===== src/rtl/move_scheduler_pkg.sv =====
// -----------------------------------------------------------------------------
// tetris package
//
// Shared types and constants for the tile-move path.
//   direction_e    : direction request passed to the tile-move executor
//   sched_state_e  : move_scheduler handshake state
//   gravity_*_c    : default gravity timing in clk cycles
//   repeat_*_c     : default auto-repeat timing (used when the
//                    MOVE_SCHEDULER_AUTOREPEAT_EN macro is defined)
//   level_w_c      : width of the game level input
//   key_*_c        : bit positions of the buttons in move_scheduler's key vector
//   gravity_period : level -> gravity period, clamped at the minimum
// -----------------------------------------------------------------------------
package tetris;

    typedef enum logic [1:0] {
        eNon   = 2'd0,
        eDown  = 2'd1,
        eLeft  = 2'd2,
        eRight = 2'd3
    } direction_e;

    typedef enum logic {
        eIDLE = 1'b0,
        eREQ  = 1'b1
    } sched_state_e;

    localparam int level_w_c = 4;

    localparam int gravity_base_period_c = 25000000;
    localparam int gravity_min_period_c  = 2500000;
    localparam int gravity_level_step_c  = 1500000;

    localparam int repeat_delay_c  = 8000000;
    localparam int repeat_period_c = 2000000;

    localparam int key_down_c  = 0;
    localparam int key_left_c  = 1;
    localparam int key_right_c = 2;
    localparam int key_num_c   = 3;

    // Period shrinks linearly with level and bottoms out at min. The clamp is
    // taken on the product so the subtraction can never wrap.
    function automatic logic [31:0] gravity_period(
        input logic [31:0] level,
        input logic [31:0] base,
        input logic [31:0] min,
        input logic [31:0] step
    );
        logic [31:0] product;
        product = level * step;
        if (product >= base - min) begin
            return min;
        end
        return base - product;
    endfunction

endpackage


===== src/rtl/move_scheduler_key_event.sv =====
// -----------------------------------------------------------------------------
// key_event
//
// Per-button event generator. Produces a one-cycle pulse on a rising edge of
// the (already synchronised) button level while the game is running. When the
// MOVE_SCHEDULER_AUTOREPEAT_EN macro is defined and repeat_en_p is set, a held
// button additionally pulses after repeat_delay_p cycles and then every
// repeat_period_p cycles; without the macro no repeat counter exists.
//
// Ports:
//   clk_i    : clock
//   reset_i  : synchronous active-high reset
//   en_i     : game running; low suppresses events and restarts auto-repeat
//   btn_i    : synchronised button level
//   evt_o    : one-cycle event pulse (combinational from btn_i and history)
// -----------------------------------------------------------------------------
module key_event
    import tetris::*;
#(
    parameter int repeat_delay_p  = repeat_delay_c,
    parameter int repeat_period_p = repeat_period_c,
    parameter bit repeat_en_p     = 1'b1
) (
    input  logic clk_i,
    input  logic reset_i,
    input  logic en_i,
    input  logic btn_i,
    output logic evt_o
);

    logic btn_prev_reg;
    logic edge_evt;

    // History tracks the button even while paused, so a button held across
    // unpause is seen as "already high" and does not fire.
    always_ff @(posedge clk_i) begin
        if (reset_i) begin
            btn_prev_reg <= 1'b0;
        end else begin
            btn_prev_reg <= btn_i;
        end
    end

    assign edge_evt = en_i & btn_i & ~btn_prev_reg;

`ifdef MOVE_SCHEDULER_AUTOREPEAT_EN
    localparam int rpt_w_c = $clog2(repeat_delay_p + 1);

    logic [rpt_w_c-1:0] rpt_cnt_reg;
    logic               rpt_evt;

    // The counter equals the cycle count since the rising edge. On reaching
    // the delay it reloads so that it hits the delay again exactly
    // repeat_period_p cycles later.
    assign rpt_evt = repeat_en_p & en_i & btn_i
                   & (rpt_cnt_reg == rpt_w_c'(repeat_delay_p));

    always_ff @(posedge clk_i) begin
        if (reset_i || !en_i || !btn_i) begin
            rpt_cnt_reg <= '0;
        end else if (rpt_evt) begin
            rpt_cnt_reg <= rpt_w_c'(repeat_delay_p - repeat_period_p + 1);
        end else begin
            rpt_cnt_reg <= rpt_cnt_reg + rpt_w_c'(1);
        end
    end

    assign evt_o = edge_evt | rpt_evt;
`else
    assign evt_o = edge_evt;
`endif

endmodule


===== src/rtl/move_scheduler.sv =====
// -----------------------------------------------------------------------------
// move_scheduler
//
// Command source for the tile-move executor. Merges button presses and a
// level-dependent gravity timer into single direction requests, issued one at
// a time over a valid/ready handshake. One pending flag per direction; repeat
// events for a direction merge into its flag.
//
// Build option: define MOVE_SCHEDULER_AUTOREPEAT_EN to enable auto-repeat on
// the left/right buttons (down never repeats). Default build is edge-only.
//
// Ports:
//   clk_i          : clock
//   reset_i        : synchronous active-high reset
//   en_i           : game running; low = pause (flags, counter, request drop)
//   btn_left_i     : synchronised level, left button
//   btn_right_i    : synchronised level, right button
//   btn_down_i     : synchronised level, soft-drop button
//   level_i        : game level 0..15, selects the gravity period
//   v_o            : request valid
//   direction_o    : requested direction, eNon while v_o is low
//   ready_i        : executor ready
//   gravity_tick_o : one-cycle pulse when the gravity period expires
// -----------------------------------------------------------------------------
module move_scheduler
    import tetris::*;
#(
    parameter int base_period_p   = gravity_base_period_c,
    parameter int min_period_p    = gravity_min_period_c,
    parameter int level_step_p    = gravity_level_step_c,
    parameter int repeat_delay_p  = repeat_delay_c,
    parameter int repeat_period_p = repeat_period_c
) (
    input  logic                 clk_i,
    input  logic                 reset_i,
    input  logic                 en_i,
    input  logic                 btn_left_i,
    input  logic                 btn_right_i,
    input  logic                 btn_down_i,
    input  logic [level_w_c-1:0] level_i,
    output logic                 v_o,
    output direction_e           direction_o,
    input  logic                 ready_i,
    output logic                 gravity_tick_o
);

    localparam int cnt_w_c = $clog2(base_period_p);

    // ------------------------------------------------------------------
    // Button events
    // ------------------------------------------------------------------
    logic [key_num_c-1:0] btn_vec;
    logic [key_num_c-1:0] evt_vec;

    assign btn_vec[key_down_c]  = btn_down_i;
    assign btn_vec[key_left_c]  = btn_left_i;
    assign btn_vec[key_right_c] = btn_right_i;

    for (genvar gi = 0; gi < key_num_c; gi++) begin : g_key
        key_event #(
            .repeat_delay_p  (repeat_delay_p),
            .repeat_period_p (repeat_period_p),
            .repeat_en_p     (gi != key_down_c)
        ) u_key_event (
            .clk_i   (clk_i),
            .reset_i (reset_i),
            .en_i    (en_i),
            .btn_i   (btn_vec[gi]),
            .evt_o   (evt_vec[gi])
        );
    end

    // ------------------------------------------------------------------
    // Gravity timer
    // ------------------------------------------------------------------
    logic [cnt_w_c-1:0] grav_cnt_reg;
    logic               grav_tick_reg;
    logic [31:0]        period;
    logic               grav_fire;

    assign period = gravity_period(32'(level_i), 32'(base_period_p),
                                   32'(min_period_p), 32'(level_step_p));

    // ">=" rather than "==" so that a level increase which shortens the
    // period below the current count still fires immediately.
    assign grav_fire = en_i & (32'(grav_cnt_reg) >= period - 32'd1);

    always_ff @(posedge clk_i) begin
        if (reset_i || !en_i) begin
            grav_cnt_reg  <= '0;
            grav_tick_reg <= 1'b0;
        end else if (grav_fire) begin
            grav_cnt_reg  <= '0;
            grav_tick_reg <= 1'b1;
        end else begin
            grav_cnt_reg  <= grav_cnt_reg + cnt_w_c'(1);
            grav_tick_reg <= 1'b0;
        end
    end

    assign gravity_tick_o = grav_tick_reg;

    // ------------------------------------------------------------------
    // Arbitration (only meaningful in eIDLE)
    // ------------------------------------------------------------------
    sched_state_e state_reg;
    logic         v_reg;
    direction_e   dir_reg;
    logic         pend_down_reg;
    logic         pend_left_reg;
    logic         pend_right_reg;

    direction_e   pick_dir;
    logic         clr_down;
    logic         clr_left;
    logic         clr_right;
    logic         lr_conflict;

    // Left and right pending together cancel each other; down is unaffected
    // and keeps top priority.
    assign lr_conflict = pend_left_reg & pend_right_reg;

    always_comb begin
        pick_dir  = eNon;
        clr_down  = 1'b0;
        clr_left  = 1'b0;
        clr_right = 1'b0;
        if (state_reg == eIDLE) begin
            clr_left  = lr_conflict;
            clr_right = lr_conflict;
            if (pend_down_reg) begin
                pick_dir = eDown;
                clr_down = 1'b1;
            end else if (pend_left_reg && !lr_conflict) begin
                pick_dir = eLeft;
                clr_left = 1'b1;
            end else if (pend_right_reg && !lr_conflict) begin
                pick_dir = eRight;
                clr_right = 1'b1;
            end
        end
    end

    // ------------------------------------------------------------------
    // Pending flags and request FSM
    // ------------------------------------------------------------------
    always_ff @(posedge clk_i) begin
        if (reset_i || !en_i) begin
            // Pause behaves like reset for the request path: any open request
            // is withdrawn without a handshake and queued moves are dropped.
            state_reg      <= eIDLE;
            v_reg          <= 1'b0;
            dir_reg        <= eNon;
            pend_down_reg  <= 1'b0;
            pend_left_reg  <= 1'b0;
            pend_right_reg <= 1'b0;
        end else begin
            // A new event wins over a same-cycle clear by arbitration.
            pend_down_reg  <= (pend_down_reg & ~clr_down)
                            | evt_vec[key_down_c] | grav_fire;
            pend_left_reg  <= (pend_left_reg & ~clr_left) | evt_vec[key_left_c];
            pend_right_reg <= (pend_right_reg & ~clr_right) | evt_vec[key_right_c];

            case (state_reg)
                eIDLE: begin
                    if (pick_dir != eNon) begin
                        v_reg     <= 1'b1;
                        dir_reg   <= pick_dir;
                        state_reg <= eREQ;
                    end
                end
                eREQ: begin
                    if (ready_i) begin
                        v_reg     <= 1'b0;
                        dir_reg   <= eNon;
                        state_reg <= eIDLE;
                    end
                end
                default: begin
                    v_reg     <= 1'b0;
                    dir_reg   <= eNon;
                    state_reg <= eIDLE;
                end
            endcase
        end
    end

    assign v_o         = v_reg;
    assign direction_o = dir_reg;

endmodule


===== config.mk =====
export PLATFORM = sky130hd
export DESIGN_NAME = move_scheduler
export DESIGN_NICKNAME = d
export VERILOG_FILES = /design/src/rtl/move_scheduler_pkg.sv /design/src/rtl/move_scheduler_key_event.sv /design/src/rtl/move_scheduler.sv
export SDC_FILE = /design/constraint.sdc
export NUM_CORES = 1
export LEC_CHECK = 0
export BUFFER_PORTS_ARGS = -buffer_cell sky130_fd_sc_hd__buf_2
export CORE_MARGIN = 8
export CORE_UTILIZATION = 60
export CTS_CLUSTER_DIAMETER = 100
export DETAILED_ROUTE_END_ITERATION = 8
export PLACE_DENSITY = 0.86
export SLEW_MARGIN = 20
export SYNTH_ARGS = -nofsm -noshare
export SYNTH_HDL_FRONTEND = slang
export SYNTH_HIERARCHICAL = 1
export SYNTH_SLANG_ARGS = --single-unit

===== constraint.sdc =====
create_clock -name clk_i -period 12.85 [get_ports clk_i]
set_input_delay 2.57 -clock clk_i [delete_from_list [all_inputs] [get_ports clk_i]]
set_output_delay 2.57 -clock clk_i [all_outputs]
set_load 0.1 [all_outputs]

After elaboration in Yosys (flattened, before gate mapping)

Index checks and enable logic that the tools add are counted.

Bits in registers: 36
Bits of input ports: 11
Output and inout port bits: 4
Logic and storage cells: 75

Add/sub/neg operators: 3
Multiply operators: 1
Order comparisons: 2
Equality and inequality tests: 2
Multiplexer cells: 26
Bitwise logic cells: 22
Reductions and logical operators: 8

Operator list:

| kind                     | count |
|---|---|
| $mux W32                 | 2 |
| $ge A25 B32 Y1           | 1 |
| $sub A32 B1 Y32 const B  | 1 |
| $sub A25 B25 Y26 const A | 1 |
| $add A25 B1 Y25 const B  | 1 |
| $ge A25 B25 Y1 const B   | 1 |
| $mul A4 B16 Y20 const B  | 1 |
| $mux W1                  | 15 |
| $mux W2                  | 6 |
| $and A1 B1 Y1            | 11 |
| $not A1 Y1               | 7 |
| $or A1 B1 Y1             | 4 |
| $pmux W1 S2              | 2 |
| $pmux W2 S2              | 1 |
| $logic_and A1 B1 Y1      | 2 |
| $logic_not A1 Y1         | 2 |
| $ne A2 B1 Y1 const B     | 1 |
| $ne A2 B2 Y1 const B     | 1 |
| $reduce_and A2 Y1        | 1 |
| $reduce_bool A2 Y1       | 1 |
| $reduce_or A2 Y1         | 1 |
| $logic_or A1 B1 Y1       | 1 |

Longest topological paths before layout

Depth after elaboration: 10
Depth in mapped cells: 26
Mapped depth without buffers: 23

Hierarchy

Netlist, hierarchy kept.

Modules (own cells, without submodules):

| module         | instances | cells each | area an instance (sq um) | seq. area each (sq um) |
|---|---|---|---|---|
| move_scheduler | 1         | 529        | 4224.1                   | 660.6 |
| key_event      | 3         | 3          | 35.0                     | 20.0 |

Least setup slack after synthesis

Ideal clock, no wire load.

Kind: in2reg
From: in level_i[2]
To: reg grav_cnt_reg[10]
Library setup time: 0.065 ns
Arrival time: 7.511 ns
Path slack: 5.274 ns
Stages on the path: 24
Path through: inv_1 > ha_1 > fa_1 > inv_1 > ha_1 > buf_2 > and2_1 > a211o_1 > o31ai_1 > nand3_1 > a2111o_1 > o221a_2 > nor4_1 > nor3_1 > ha_1 > a21o_1 > a21o_1 > a21oi_1 > o21ai_0 > a21oi_1 > nand3_1 > o21a_1 > clkbuf_1 > nor2_1

Longest elaborated chain between the ends: 8
Elaborated cells on any way between the ends: 9
Those cells by class: add/sub: 2; mul: 1; order compare: 2; mux: 2; bitwise: 1; reduce/logical: 1

RTL lines:

| element                        | RTL line                 | source |
|---|---|---|
| start: declaration             | move_scheduler.sv:40     | `input logic [level_w_c-1:0] level_i,` |
| $mul A4 B16 Y20 (*)            | move_scheduler_pkg.sv:51 | `product = level * step;` |
| $ge A25 B25 Y1                 | move_scheduler_pkg.sv:52 | `if (product >= base - min) begin` |
| $mux W1                        | move_scheduler_pkg.sv:52 |  |
| $mux W32 (*)                   | move_scheduler_pkg.sv:55 | `return base - product;` |
| $sub A32 B1 Y32 (*)            | move_scheduler.sv:86     | `assign grav_fire = en_i & (32'(grav_cnt_reg) >= period - 32'd1);` |
| $ge A25 B32 Y1 (*)             | move_scheduler.sv:86     |  |
| $and A1 B1 Y1 (*)              | move_scheduler.sv:86     |  |
| $reduce_or A2 Y1 (no line) (*) | -                        |  |
| end signal: assignment         | move_scheduler.sv:96     | `grav_cnt_reg <= grav_cnt_reg + cnt_w_c'(1);` |
| end: declaration               | move_scheduler.sv:76     | `logic [cnt_w_c-1:0] grav_cnt_reg;` |

Every way passes the cells marked *; elsewhere a longest branch is shown, timed or not.
A chain may end at the register's enable or synchronous reset.

Worst setup path in the final report

From: in level_i[2]
To: reg grav_cnt_reg[20]

The elaborated chain is that of the path after synthesis.

==> reports/metrics.cfg <==
[status]
outcome=finished, final reports clean

[timing]
slew_violations=0
period_needed_ps=8590
fin_worst_skew_ps=5.91
post-route-period-util_pct=66.9
max_freq_mhz=116
setup_tns_ps=0
relSlewSlack_pct=38.8
finalHoldViolations=0
rsz0062_at_grt=false
final.setup.worst_slack_ps=4260
setup_viol=0
tightestPinTransition_ps=918

[floorplan]
start_util_pct=60.7
core_mm2=0.00714
chipHeight_um=101
die_w_um=101
io_pins=15
rows=31
die_area_mm2=0.0102

[final_layout]
largest_register_ffs=25
layout.cells.non_filler=644
num-fill-cells=622
n_antenna_cell=0
syn2layout_area_growth_pct=4.68
stdcell_area_mm2=0.00453
final_common_cell=nor2_1
mostFrequentLayoutCells=61 x nor2_1, 55 x ha_1, 36 x dfxtp_1
nNetsFinal=614
drive_above_1_share_pct=8.44

[routing]
avgRoutedWirePerCell_um=15.5
drt-pass1-iter-count=5
totalWireLength_um=9970
drtIter0Drc=251
drc=0
vias_per_cell=6.20
ant_nets=0
vias=3993

[clocking]
post_cts_buffers=0
path_clk_slew_ps=70
htreeDepth=2
ctsRootBufferMaster=clkbuf_8
clockBufferDepth=2
cts.sink_count=36
cts_buffers=5
hold_buffers=0
insertion_delay_ps=290
tritoncts=done
post_cts_resized=0

[logic_synthesis]
syn_nets=608
synth_top_family_by_area=simple AND/OR/NAND/NOR gates
ys_seq_area_share_pct=16.6
synthXorXnorAreaFrac_pct=10.9
yosys.cell_types.count=78
synth.avg_cell_area_um2=8.05
synth_flop_cell=dfxtp_1
synth_area_mm2=0.00433
ys_warn_count=6
synthArstFlopShare_pct=0
ys_seq_elements=36
synth_edf_count=0
synthCells=538
synth_compound_area_share_pct=22.7
synth.area.mux_share_pct=1.39
synth_fa_ha_area_share_pct=17.7
synthSimpleGateAreaFrac_pct=26.7

[global_routing]
track_usage_pct=19.7
grt_remaining_overflow=0
grt_pass1_vias=3731
antenna_found_initial=0
grt_max_degree=25
grt_first_pass_wirelength_um=16800

[power]
leakage_nw=2.01
vdd_drop_max_mv=0.0513
power.density_mw_per_mm2=124

[critical_path]
reg2reg_from=grav_cnt_reg[0]
timing_worst_setup_path_type=in2reg
critical_path_arrival_ps=8800
cp_max_fo=24
worst-r2r-setup-slack_ps=10190
critPathLaunch=level_i[2]
setup.worst_path.end_class=flop
reg2regPathDepth=10
crit_path_start_kind=input pin
required_ps=13060

[flow_run]
cap_viol_max_count=0

[placement]
dpl.cell_count=636
hpwlAfterDp_um=8060
dpl-instance-area_mm2=0.00444
place_ws_ps=4010
place_congestion=1.00
port-buffer-count=14

[min_path]
holdCritStartpoint=grav_cnt_reg[0]
hp-class=reg2reg
hold_depth=1

-- cells in the mapped netlist (6+ instances only) --
library cell / instances / area, um^2
nand2_1: 35 / 131
nand3_1: 17 / 85.1
and4_1: 6 / 52.6
ha_1: 55 / 688
nor2b_1: 16 / 100
and2_1: 6 / 37.5
a21o_1: 15 / 113
dfxtp_1: 36 / 721
or3_1: 8 / 50.1
nor3_1: 10 / 50.1
o21ai_0: 19 / 95.1
xor2_1: 19 / 166
xnor2_1: 31 / 272
nor4_1: 6 / 37.5
nand2b_1: 7 / 43.8
mux2i_1: 6 / 60.1
a21oi_1: 26 / 130
nand4_1: 9 / 56.3
inv_1: 24 / 90.1
a31oi_1: 6 / 37.5
nor2_1: 61 / 229
and3_1: 10 / 62.6
-- cells by family after synthesis --
group,after synthesis
AO/OA/AOI/OAI,132
XOR/XNOR,52
adder cells (fa/ha/maj),59
buffers and inverters,39
flip-flops,36
multiplexers,6
AND/OR/NAND/NOR,214
-- report_power, final --
group / leakage [nW] / switching (mW) / internal, mW / total (mW)
clock network: 0.0455 / 0.0378 / 0.0437 / 0.0815
registers: 0.292 / 0.00133 / 0.113 / 0.115
logic: 1.67 / 0.220 / 0.148 / 0.368
total: 2.01 / 0.259 / 0.305 / 0.564
-- metrics by stage --
stage	utilization [%]	power (mW)	hold slack, ps
floorplan	-	0.413	426
global placement	62.2	0.466	439
detailed placement	62.2	0.479	454
CTS	63.5	0.560	465
global route	63.5	0.607	488
finish	63.5	0.564	461
-- worst max-delay path: stages --
cell and delay [ps]:
buf_2 150, inv_1 60, ha_1 360, fa_1 530, inv_1 50, ha_1 430, and2_1 230, a211o_1 300
o31ai_1 290, a21o_1 290, a21boi_0 130, o211a_1 230, a311oi_2 790, inv_1 310, nand2_1 160, ha_1 240
a21o_1 160, a21o_1 170, a21o_1 170, a21o_1 190, a21oi_1 130, o21ai_0 130, o21a_1 490, nor2_1 220
-- per-layer routing --
| layer | part of all wire [%] | track usage, % | wire, um | vias up |
|---|---|---|---|---|
| li1 | - | - | - | 1976 |
| met1 | 46 | 25.3 | 4620 | 1891 |
| met2 | 47 | 32.3 | 4660 | 111 |
| met3 | 5.9 | 4.70 | 583 | 15 |
| met4 | 1.1 | 4.58 | 110 | 0 |
| met5 | 0 | 0 | 0 | - |
-- worst paths after layout --
kind                      end
min           grav_cnt_reg[0]
max          grav_cnt_reg[20]
min reg2reg   grav_cnt_reg[0]
max reg2reg  grav_cnt_reg[16]
-- cell type report --
type                            instances  area [um^2]  share of cell area, %
Timing Repair Buffer                   14         70.1                   1.55
Clock buffer                            8         90.1                   1.99
Multi-Input combinational cell        463         3440                   75.8
Tap cell                               99          124                   2.73
Sequential cell                        36          721                   15.9
Inverter                               24         90.1                   1.99
No activity file was read; power rests on OpenSTA's default activity.
